`src/rtl/ldpcenc_shsched.sv`:
```
// ldpcenc_shsched: shift scheduler for the LDPC encoder parity-accumulation
// stage. Walks the prototype matrix row by row, feeds table shift entries and
// info sub-blocks into the external 81-bit right cyclic shifter, XOR-folds
// the shifter output into one row sum per matrix row, and hands each row sum
// downstream.
//
// Handshake (out_valid/out_ready): a row sum transfers on any rising edge
// where out_valid and out_ready are both high. Once out_valid rises, it and
// out_data stay unchanged until that transfer happens; out_ready is ignored
// while out_valid is low.
//
// Pipeline: RUN issues one {row,col} fetch per cycle. Table and buffer answer
// one cycle later, tracked by the fetch-valid flag v1_q. DRAIN exists only to
// fold in the last column's data before the row sum is presented in OUT.
module ldpcenc_shsched (
  input  logic        clk,
  input  logic        rst,
  input  logic        start,
  input  logic [4:0]  ncol,
  input  logic [3:0]  nrow,
  input  logic [1:0]  zsel,
  output logic [8:0]  tbl_addr,
  input  logic [7:0]  tbl_data,
  output logic [4:0]  buf_addr,
  input  logic [80:0] buf_data,
  output logic [80:0] rcs_din,
  output logic        rcs_z54,
  output logic [7:0]  rcs_sh,
  input  logic [80:0] rcs_dout,
  output logic [80:0] out_data,
  output logic        out_valid,
  input  logic        out_ready,
  output logic        busy,
  output logic        done,
  output logic [1:0]  state_dbg
);

  typedef enum logic [1:0] {
    S_IDLE  = 2'd0,
    S_RUN   = 2'd1,
    S_DRAIN = 2'd2,
    S_OUT   = 2'd3
  } state_t;

  localparam logic [80:0] MASK_Z27 = {54'd0, {27{1'b1}}};
  localparam logic [80:0] MASK_Z54 = {27'd0, {54{1'b1}}};
  localparam logic [80:0] MASK_Z81 = {81{1'b1}};

  state_t      state_q, state_d;
  logic [3:0]  row_q, row_d;
  logic [4:0]  col_q, col_d;
  logic [4:0]  ncol_q, ncol_d;
  logic [3:0]  nrow_q, nrow_d;
  logic [1:0]  zsel_q, zsel_d;
  logic        v1_q, v1_d;
  logic        first_q, first_d;
  logic [80:0] acc_q, acc_d;
  logic [80:0] out_data_q, out_data_d;
  logic        out_valid_q, out_valid_d;
  logic        done_q, done_d;

  logic [80:0] z_mask;
  logic        last_col;
  logic        last_row;
  logic        out_fire;

  // Keep-mask for the latched sub-block size; code 3 behaves as Z = 81.
  always_comb begin
    z_mask = MASK_Z81;
    unique case (zsel_q)
      2'd0:    z_mask = MASK_Z27;
      2'd1:    z_mask = MASK_Z54;
      default: z_mask = MASK_Z81;
    endcase
  end

  assign last_col = (col_q == (ncol_q - 5'd1));
  assign last_row = (row_q == (nrow_q - 4'd1));
  assign out_fire = out_valid_q & out_ready;

  // Fetch addresses follow the walk position; shifter inputs are only live
  // in the cycle the fetched data is valid, otherwise they sit at zero.
  assign tbl_addr  = {row_q, col_q};
  assign buf_addr  = col_q;
  assign rcs_din   = v1_q ? buf_data : 81'd0;
  assign rcs_sh    = v1_q ? tbl_data : 8'h00;
  assign rcs_z54   = (state_q != S_IDLE) && (zsel_q == 2'd1);
  assign busy      = (state_q != S_IDLE);
  assign out_data  = out_data_q;
  assign out_valid = out_valid_q;
  assign done      = done_q;
  assign state_dbg = state_q;

  // Next-state logic: matrix walk, row-sum accumulation and output handshake.
  always_comb begin
    state_d     = state_q;
    row_d       = row_q;
    col_d       = col_q;
    ncol_d      = ncol_q;
    nrow_d      = nrow_q;
    zsel_d      = zsel_q;
    acc_d       = acc_q;
    out_data_d  = out_data_q;
    out_valid_d = out_valid_q;
    done_d      = 1'b0;
    v1_d        = 1'b0;
    first_d     = 1'b0;

    // The first column of a row overwrites the previous row's sum; an absent
    // entry makes the shifter output zero, which leaves the sum untouched.
    if (v1_q) begin
      acc_d = first_q ? rcs_dout : (acc_q ^ rcs_dout);
    end

    unique case (state_q)
      S_IDLE: begin
        if (start) begin
          if ((ncol == 5'd0) || (nrow == 4'd0)) begin
            // Empty matrix: nothing to walk, just acknowledge.
            done_d = 1'b1;
          end else begin
            ncol_d  = ncol;
            nrow_d  = nrow;
            zsel_d  = zsel;
            row_d   = 4'd0;
            col_d   = 5'd0;
            state_d = S_RUN;
          end
        end
      end

      S_RUN: begin
        v1_d    = 1'b1;
        first_d = (col_q == 5'd0);
        if (last_col) begin
          col_d   = 5'd0;
          state_d = S_DRAIN;
        end else begin
          col_d = col_q + 5'd1;
        end
      end

      S_DRAIN: begin
        // acc_d already holds the last column, so the row sum is complete.
        out_data_d  = acc_d & z_mask;
        out_valid_d = 1'b1;
        state_d     = S_OUT;
      end

      S_OUT: begin
        if (out_fire) begin
          out_valid_d = 1'b0;
          out_data_d  = 81'd0;
          if (last_row) begin
            row_d   = 4'd0;
            done_d  = 1'b1;
            state_d = S_IDLE;
          end else begin
            row_d   = row_q + 4'd1;
            state_d = S_RUN;
          end
        end
      end

      default: begin
        state_d = S_IDLE;
      end
    endcase
  end

  // State register: FSM, walk position, latched config and registered outputs.
  always_ff @(posedge clk) begin
    if (rst) begin
      state_q     <= S_IDLE;
      row_q       <= 4'd0;
      col_q       <= 5'd0;
      ncol_q      <= 5'd0;
      nrow_q      <= 4'd0;
      zsel_q      <= 2'd0;
      v1_q        <= 1'b0;
      first_q     <= 1'b0;
      acc_q       <= 81'd0;
      out_data_q  <= 81'd0;
      out_valid_q <= 1'b0;
      done_q      <= 1'b0;
    end else begin
      state_q     <= state_d;
      row_q       <= row_d;
      col_q       <= col_d;
      ncol_q      <= ncol_d;
      nrow_q      <= nrow_d;
      zsel_q      <= zsel_d;
      v1_q        <= v1_d;
      first_q     <= first_d;
      acc_q       <= acc_d;
      out_data_q  <= out_data_d;
      out_valid_q <= out_valid_d;
      done_q      <= done_d;
    end
  end

endmodule

```
`config.mk`:
```
export PLATFORM = sky130hd
export DESIGN_NAME = ldpcenc_shsched
export DESIGN_NICKNAME = d
export VERILOG_FILES = /design/src/rtl/ldpcenc_shsched.sv
export SDC_FILE = /design/constraint.sdc
export NUM_CORES = 1
export LEC_CHECK = 0
export ABC_CLOCK_PERIOD_IN_PS = 1780
export CORE_MARGIN = 5
export CORE_UTILIZATION = 30
export CTS_CLUSTER_DIAMETER = 120
export DETAILED_ROUTE_END_ITERATION = 8
export GPL_ROUTABILITY_DRIVEN = 0
export RECOVER_POWER = 100
export REMOVE_ABC_BUFFERS = 1
export SYNTH_ARGS = -nofsm -noshare
export SYNTH_HDL_FRONTEND = slang
export SYNTH_SLANG_ARGS = --single-unit
export TNS_END_PERCENT = 10
```
`constraint.sdc`:
```
create_clock -name clk -period 1.78 [get_ports clk]
set_input_delay 0.178 -clock clk [delete_from_list [all_inputs] [get_ports clk]]
set_output_delay 0.178 -clock clk [all_outputs]
set_load 0.05 [all_outputs]
```
# [Word level (Yosys, flattened, before mapping)]
# Index checks and enable logic that the tools add are counted.
[classes] n_eq_ne=10 add_sub_neg=4 n_reduce_logical=17 n_mux=30 bitwise_logic=5
[op_table] operator="$mux 81" count=4
[op_table] operator="$pmux 81 s2" count=2
[op_table] operator="$and 81x81->81" count=1
[op_table] operator="$xor 81x81->81" count=1
[op_table] operator="$mux 4" count=4
[op_table] operator="$mux 5" count=3
[op_table] operator="$logic_not 5->1" count=2
[op_table] operator="$pmux 5 s2" count=1
[op_table] operator="$mux 2" count=4
[op_table] operator="$mux 8" count=1
[op_table] operator="$ne 2x2->1 const B" count=4
[op_table] operator="$pmux 2 s4" count=1
[op_table] operator="$pmux 4 s2" count=1
[op_table] operator="$reduce_and 4->1" count=2
[op_table] operator="$reduce_bool 2->1" count=4
[op_table] operator="$mux 1" count=7
[op_table] operator="$reduce_and 3->1" count=2
[op_table] operator="$add 5x1->5 const B" count=1
[op_table] operator="$eq 5x5->1" count=1
[op_table] operator="$sub 5x1->5 const B" count=1
[op_table] operator="$add 4x1->4 const B" count=1
[op_table] operator="$eq 2x1->1 const B" count=2
[op_table] operator="$eq 2x2->1 const B" count=2
[op_table] operator="$eq 4x4->1" count=1
[op_table] operator="10 further kinds" count=13
[totals] input_bits=185 elab_cells=78 reg_bits=188 out_inout_bits=190

# [Longest topological paths before layout]
# Gate-level depths: netlist of run 1.
[depth] ltp_word=5 mapped_depth=8 depth_no_buf=7

# [Worst setup path before layout of run 1]
# OpenSTA, ideal clock, no wires.
[synth_timing] path_type="register to output" startpoint="register state_q[0] (netlist: state_dbg[0])" endpoint="output port rcs_z54" path_buffers=1 t_required_ps=1602 stages_incl_launch_ff=5 path_slack_ps=-839 arrival_time_ps=2441 cell_sequence="dfxtp_1 -> inv_1 -> ha_1 -> clkbuf_1 -> nor3b_1"
[synth_via] elab_chain_cells=2
[synth_rtl] item="start: declaration" line="49" text="state_t state_q, state_d;"
[synth_rtl] item="start signal: assignment" line="187" text="state_q <= state_d;"
[synth_rtl] item="$reduce_bool 2->1" line="87" text="assign rcs_z54 = (state_q != S_IDLE) && (zsel_q == 2'd1);"
[synth_rtl] item="$logic_and 1x1->1" line="87"
[synth_rtl] item="end: declaration" line="27" text="output logic rcs_z54,"
# Every way passes these cells.

# [Final worst setup path of run 1]
[layout_timing] startpoint="register ncol_q[0]" endpoint="register state_q[1] (netlist: state_dbg[1])"
[layout_via] elab_chain_cells=4
[layout_rtl] item="start: declaration" line="52" text="logic [4:0] ncol_q, ncol_d;"
[layout_rtl] item="start signal: assignment" line="190" text="ncol_q <= ncol_d;"
[layout_rtl] item="$sub 5x1->5" line="77" text="assign last_col = (col_q == (ncol_q - 5'd1));"
[layout_rtl] item="$eq 5x5->1" line="77"
[layout_rtl] item="$ne 2x2->1 (no line)"
[layout_rtl] item="$reduce_and 4->1 (no line)"
# Every way passes these cells.
# A chain may end at the register's enable or synchronous reset.

==> results_dict.tcl, run 1 <==
set metrics [dict create \
    status "complete, but fails checks" \
    violations "setup timing" \
    wl_per_cell_um 18.6 \
    gr-total-overflow 0 \
    firstDrtPassIters 4 \
    vias 8161 \
    dp.final_hpwl_um 23200 \
    synth_seq_area_share_pct 45.2 \
    initial_core_util_pct 30.2 \
    cp-end-kind "flip-flop" \
    synthFlopType "dfxtp_1" \
    yosys.area.top_type "dfxtp_1" \
    yosys_register_bits 188 \
    core-area_mm2 0.0276 \
    grt_max_degree 74 \
    cp_max_fo 3 \
    pre_cts_ws_ns -0.261 \
    fin_skew_ns 0.0110 \
    timing.slew.headroom_pct 51.2 \
    clkSinkCount 188 \
    dieArea_mm2 0.0312 \
    critical_path_arrival_ns 2.11 \
    syn_area_mm2 0.00832 \
    fillers 2533 \
    syn2layout_area_growth_pct 71.6 \
    avgSynthCellArea_um2 9.14 \
    synthCells 911 \
    hold_path_class "primary input to flip-flop" \
    max_cap_violations 0 \
    drtAntennaViolNets 0 \
    fin_nets 1482 \
    setup_viol 3 \
    cts.path.max_buffers 2 \
    critPathKind "flip-flop to flip-flop" \
    fp.dieH_um 177 \
    ys_top_cells_by_count "dfxtp_1, nor2_1, and2_1, nand2b_1, o21ai_0" \
    synth_edf_count 0 \
    cts_root_buf "clkbuf_16" \
    rsz0062_at_grt "true" \
    p_leak_nw 5.68 \
    cts-buffers-inserted 17 \
    yosys.cell_types.count 49 \
    clk_pin_slew_ns 0.07 \
    clk_latency_ns 0.44 \
    htree_levels 4 \
    finalMaxSlewViolations 0 \
    num_rows 61 \
    grt_pass1_vias 7758 \
    finalHoldViolCount 0 \
    die_w_um 177 \
    drc 0 \
    antenna_found_initial 3 \
    fin_ws_ns -0.00972 \
    via_per_inst 4.85 \
    synthTopCellsByArea "dfxtp_1, a22o_1, a32oi_1, and2_1, nand2b_1" \
    layout_min_cycle_time_ns 1.79 \
    power_density_mw_per_mm2 1040 \
    drt_iter0_drc 362 \
    cp-start-kind "flip-flop" \
    clock.fmax_mhz 559 \
    io_buffers 374 \
    cts_tree "yes" \
    worst_pin_slew_ns 0.735 \
    yosysTopAreaCellShare_pct 45.2 \
    worstPathRequired_ns 2.10 \
    irDropWorstVdd_mv 1.07 \
    setup_tns_ns -0.0221 \
    track_usage_pct 18.9 \
    drive_gt1_share_pct 19.2 \
    post-route-period-util_pct 101 \
    yosys_warnings 0 \
    io_pins 375 \
    wl_um 31300 \
    grt_pass1_wl_um 46200 \
    synth-async-reset-ratio_pct 0 \
    yosysMostFrequentCell "dfxtp_1" \
]
## layer usage
layer | vias to the layer above | routed length [um] | track usage, % | share of wire (%)
met5 | - | 0 | 0 | 0
met4 | 0 | 1210 | 8.09 | 3.9
met3 | 49 | 2110 | 5.22 | 6.7
met2 | 261 | 15700 | 32.5 | 50
met1 | 3790 | 12300 | 22.1 | 39
li1 | 4061 | - | - | -
## sequential cells by signal, indices dropped and copies added (netlist names)
signal     cells
state_dbg      2
acc_q         81
v1_q           1
row_q          4
zsel_q         2
out_data      81
ncol_q         5
buf_addr       5
done           1
out_valid      1
nrow_q         4
first_q        1
## cell families (layout without fill, tap and decap cells)
| group | count (synthesis) | count (layout) | synth area share (%) |
|---|---|---|---|
| adders and majority gates | 10 | 10 | 1.50 |
| DFF | 188 | 188 | 45.2 |
| AOI/OAI and AO/OA | 279 | 279 | 25.1 |
| and+or+nand+nor | 318 | 318 | 20.8 |
| xor gates and xnor gates | 11 | 11 | 1.34 |
| muxes | 11 | 11 | 1.32 |
| other | 0 | 3 | 0 |
| buffers and inverters | 94 | 483 | 4.64 |
## through the flow
stage          hold WS (ns)  instances  utilization [%]  cell area [um^2]  power [mW]
2_1_floorplan         0.240        828                -              7980        7.94
3_3_place_gp          0.462       1640             49.3             13600        10.7
3_5_place_dp          0.465       1640             49.3             13600        10.8
4_1_cts               0.107       1677             51.7             14300        14.9
5_1_grt               0.137       1681             51.8             14300        15.6
6_report              0.123       1681             51.8             14300        14.8
## power breakdown
group          internal (mW)  leakage, nW  switching [mW]
clock network           2.04        0.298            1.92
logic                   2.77         3.86            3.26
registers               4.58         1.52           0.264
## worst paths after layout
kind	startpoint	to	slack [ns]	cells past startpoint
worst max-delay path	ncol_q[0]$_SDFFE_PP0P_	state_dbg[1]$_SDFFE_PP0P_	-0.01	8
worst min-delay path	rst	zsel_q[1]$_SDFFE_PP0P_	0.12	2
worst max register to register	ncol_q[0]$_SDFFE_PP0P_	state_dbg[1]$_SDFFE_PP0P_	-0.01	8
worst min register to register	out_data[6]$_SDFFE_PP0P_	out_data[6]$_SDFFE_PP0P_	0.48	1
## repair_timing
item / 4_1_cts / 5_1_grt
hold buffers: 0 / 0
hold endpoints to repair: 0 / 0
resized for setup: 61 / 34
endpoints found under the setup margin: 144 / 101
buffers inserted: 5 / 1
pin swaps: 6 / 9
## worst max-delay path, cell delays in order (launching register included)
cell     delay [ns]
dfxtp_2        0.33
inv_2          0.04
ha_4           0.25
xor2_1         0.14
nand2_1        0.08
o31a_1         0.31
buf_6          0.13
o31a_1         0.23
o21a_1         0.16
## final cells by class
class | count | area (um^2) | area share (%)
clock buffers | 17 | 425 | 2.98
multi-input cells | 629 | 4290 | 30.0
flip-flops and latches | 188 | 3780 | 26.5
well taps | 378 | 473 | 3.31
repair buffers | 440 | 5080 | 35.5
clock inverters | 15 | 194 | 1.36
inverters | 11 | 41.3 | 0.289
diodes | 3 | 7.51 | 0.0526
## placed cells by master (no fill, tap or decap), drive strengths merged, types with 3 or more instances in the layout
cell type and n:
nand3b 3, nor2b 4, a21oi 11, diode 3, o2111ai 6, mux2i 11
a32oi 81, or4 3, dlymetal6s2s 10, dlygate4sd2 46, nand2b 83, clkbuf 43
nand2 9, xnor2 6, dfxtp 188, clkinv 5, nand3 13, nor2 98
o211ai 4, buf 174, o21ai 84, clkdlybuf4s50 184, inv 19, nor3 5
and2 90, ha 10, nand4 3, xor2 4, a22o 81
(Power assumes the default switching activity.)
==> run 2: changes to the inputs <==
--- a/config.mk
+++ b/config.mk
@@ -7,9 +7,11 @@
 export LEC_CHECK = 0
 export ABC_CLOCK_PERIOD_IN_PS = 1780
+export CORE_ASPECT_RATIO = 1.4
 export CORE_MARGIN = 5
-export CORE_UTILIZATION = 30
+export CORE_UTILIZATION = 38
 export CTS_CLUSTER_DIAMETER = 120
 export DETAILED_ROUTE_END_ITERATION = 8
 export GPL_ROUTABILITY_DRIVEN = 0
+export PLACE_DENSITY = 0.77
 export RECOVER_POWER = 100
 export REMOVE_ABC_BUFFERS = 1
==> constraint.sdc (replaced) <==
create_clock -name clk -period 1.78 [get_ports clk]
set_input_delay 0.178 -clock clk [delete_from_list [all_inputs] [get_ports clk]]
set_output_delay 0.178 -clock clk [all_outputs]
set_load 0.005 [all_outputs]
==> run 2 against run 1 <==
Hold slack got worse by 0.045 ns. Largest cell class unchanged. The run still ends with setup timing left. Highest routed layer is now met5. First-iteration DRC count grew 49%. Combinational power down 30%. Wire length down 5.3%. Critical endpoint is now state_dbg[0]$_SDFFE_PP0P_. Largest power group is now sequential cells.
==> results_dict.tcl, run 2 (synthesized netlist as in run 1, its figures left out) <==
set metrics [dict create \
    status "complete, but fails checks" \
    violations "setup timing" \
    wl_per_cell_um 18.4 \
    timing.slew.headroom_pct 71.5 \
    wl_um 29600 \
    cts-buffers-inserted 17 \
    cp_max_fo 5 \
    final_cell_mix "clkdlybuf4s50_1, dfxtp_1, nor2_1, dlygate4sd3_1, nand2b_1" \
    layout_min_cycle_time_ns 1.86 \
    cp-start-kind "flip-flop" \
    via_per_inst 5.24 \
    max_cap_violations 0 \
    gr-total-overflow 0 \
    worstPathCellList "buf_4 -> ha_2 -> o2bb2ai_1 -> a21o_1 -> or4_1 -> a21oi_1" \
    syn2layout_area_growth_pct 60.5 \
    dieArea_mm2 0.0250 \
    cts.path.max_buffers 2 \
    num_rows 64 \
    io_buffers 374 \
    setup_viol 6 \
    fp.dieH_um 185 \
    mostFrequentLayoutCell "clkdlybuf4s50_1" \
    p_leak_nw 5.55 \
    cp-end-kind "flip-flop" \
    worst_path_max_delay_cell "or4_1" \
    antenna_found_initial 3 \
    htree_levels 4 \
    cts_hold_buf 0 \
    setup_tns_ns -0.184 \
    critPathKind "flip-flop to flip-flop" \
    drive_gt1_share_pct 11.7 \
    drt_iter0_drc 538 \
    critical_path_arrival_ns 2.22 \
    clock.fmax_mhz 539 \
    cts_tree "yes" \
    grt_pass1_wl_um 42700 \
    worst_pin_slew_ns 0.428 \
    clkSinkCount 188 \
    firstDrtPassIters 7 \
    rsz0062_at_grt "true" \
    grt_pass1_vias 8079 \
    finalHoldViolCount 0 \
    initial_core_util_pct 38.4 \
    holdWs_ns 0.0775 \
    track_usage_pct 21.4 \
    fin_util_pct 61.6 \
    post-route-period-util_pct 104 \
    irDropWorstVdd_mv 0.691 \
    fin_skew_ns 0.00991 \
    hold_path_class "primary input to flip-flop" \
    cts_root_buf "clkbuf_16" \
    finalMaxSlewViolations 0 \
    core-area_mm2 0.0217 \
    fin_nets 1492 \
    vias 8428 \
    drtAntennaViolNets 0 \
    power_density_mw_per_mm2 978 \
    die_w_um 135 \
    rrSetupSlack_ns -0.08 \
    clk_pin_slew_ns 0.07 \
    fin_ws_ns -0.0763 \
    grt_max_degree 69 \
    clk_latency_ns 0.43 \
    dp.final_hpwl_um 20900 \
    worstPathRequired_ns 2.14 \
    slowest_delay_ns 0.56 \
    drc 0 \
    io_pins 375 \
]
-- run 2: cell type report --
class / instances / area, um^2
Fill cell: 1846 / 8340
Timing Repair Buffer: 450 / 4310
Multi-Input combinational cell: 629 / 4240
Sequential cell: 188 / 3770
Clock buffer: 19 / 443
Tap cell: 297 / 372
Clock inverter: 13 / 179
Inverter: 11 / 41.3
Antenna cell: 1 / 2.50
-- run 2: layer usage --
| metal | wire length (um) | vias up | GRT usage [%] |
|---|---|---|---|
| met5 | 27 | - | 0 |
| met4 | 889 | 4 | 8.35 |
| met3 | 1950 | 44 | 4.81 |
| met2 | 16100 | 308 | 41.3 |
| met1 | 10600 | 4003 | 22.1 |
| li1 | - | 4069 | - |
-- run 2: critical path: cells and delay by family (launching register included) --
family,cells,cell delay [ns]
simple gates,1,0.56
flops,1,0.33
buf+inv,1,0.13
compound gates,3,0.55
fa+ha+maj,1,0.21
-- run 2: path summary, 6_finish.rpt --
path,start,end,cells after the start
max reg2reg,state_dbg[0]$_SDFFE_PP0P_,state_dbg[0]$_SDFFE_PP0P_,6
max,state_dbg[0]$_SDFFE_PP0P_,state_dbg[0]$_SDFFE_PP0P_,6
min,rst,buf_addr[0]$_SDFFE_PP0P_,2
min reg2reg,out_data[46]$_SDFFE_PP0P_,out_data[46]$_SDFFE_PP0P_,1
-- run 2: where the power goes --
part	leakage [nW]	switching [mW]	internal [mW]	total (mW)
clock	0.300	1.71	2.29	4.00
sequential	1.52	0.248	4.58	4.82
combinational	3.72	2.11	2.14	4.25
-- run 2: timing repair --
item | CTS | global route
cloned | 3 | 3
pin swaps | 2 | 7
setup endpoints to repair | 98 | 19
buffers inserted | 4 | 8
resized for setup | 99 | 67
-- run 2: metrics by stage --
stage,cells,setup WS (ns),area [um^2],total power [mW]
3_5_place_dp,1557,-0.344,12700,8.98
6_report,1608,-0.0763,13400,13.1
2_1_floorplan,828,-2.54,7980,6.89
5_1_grt,1608,-0.149,13400,13.7
3_3_place_gp,1557,-0.305,12700,8.86
4_1_cts,1596,-0.178,13400,13.1
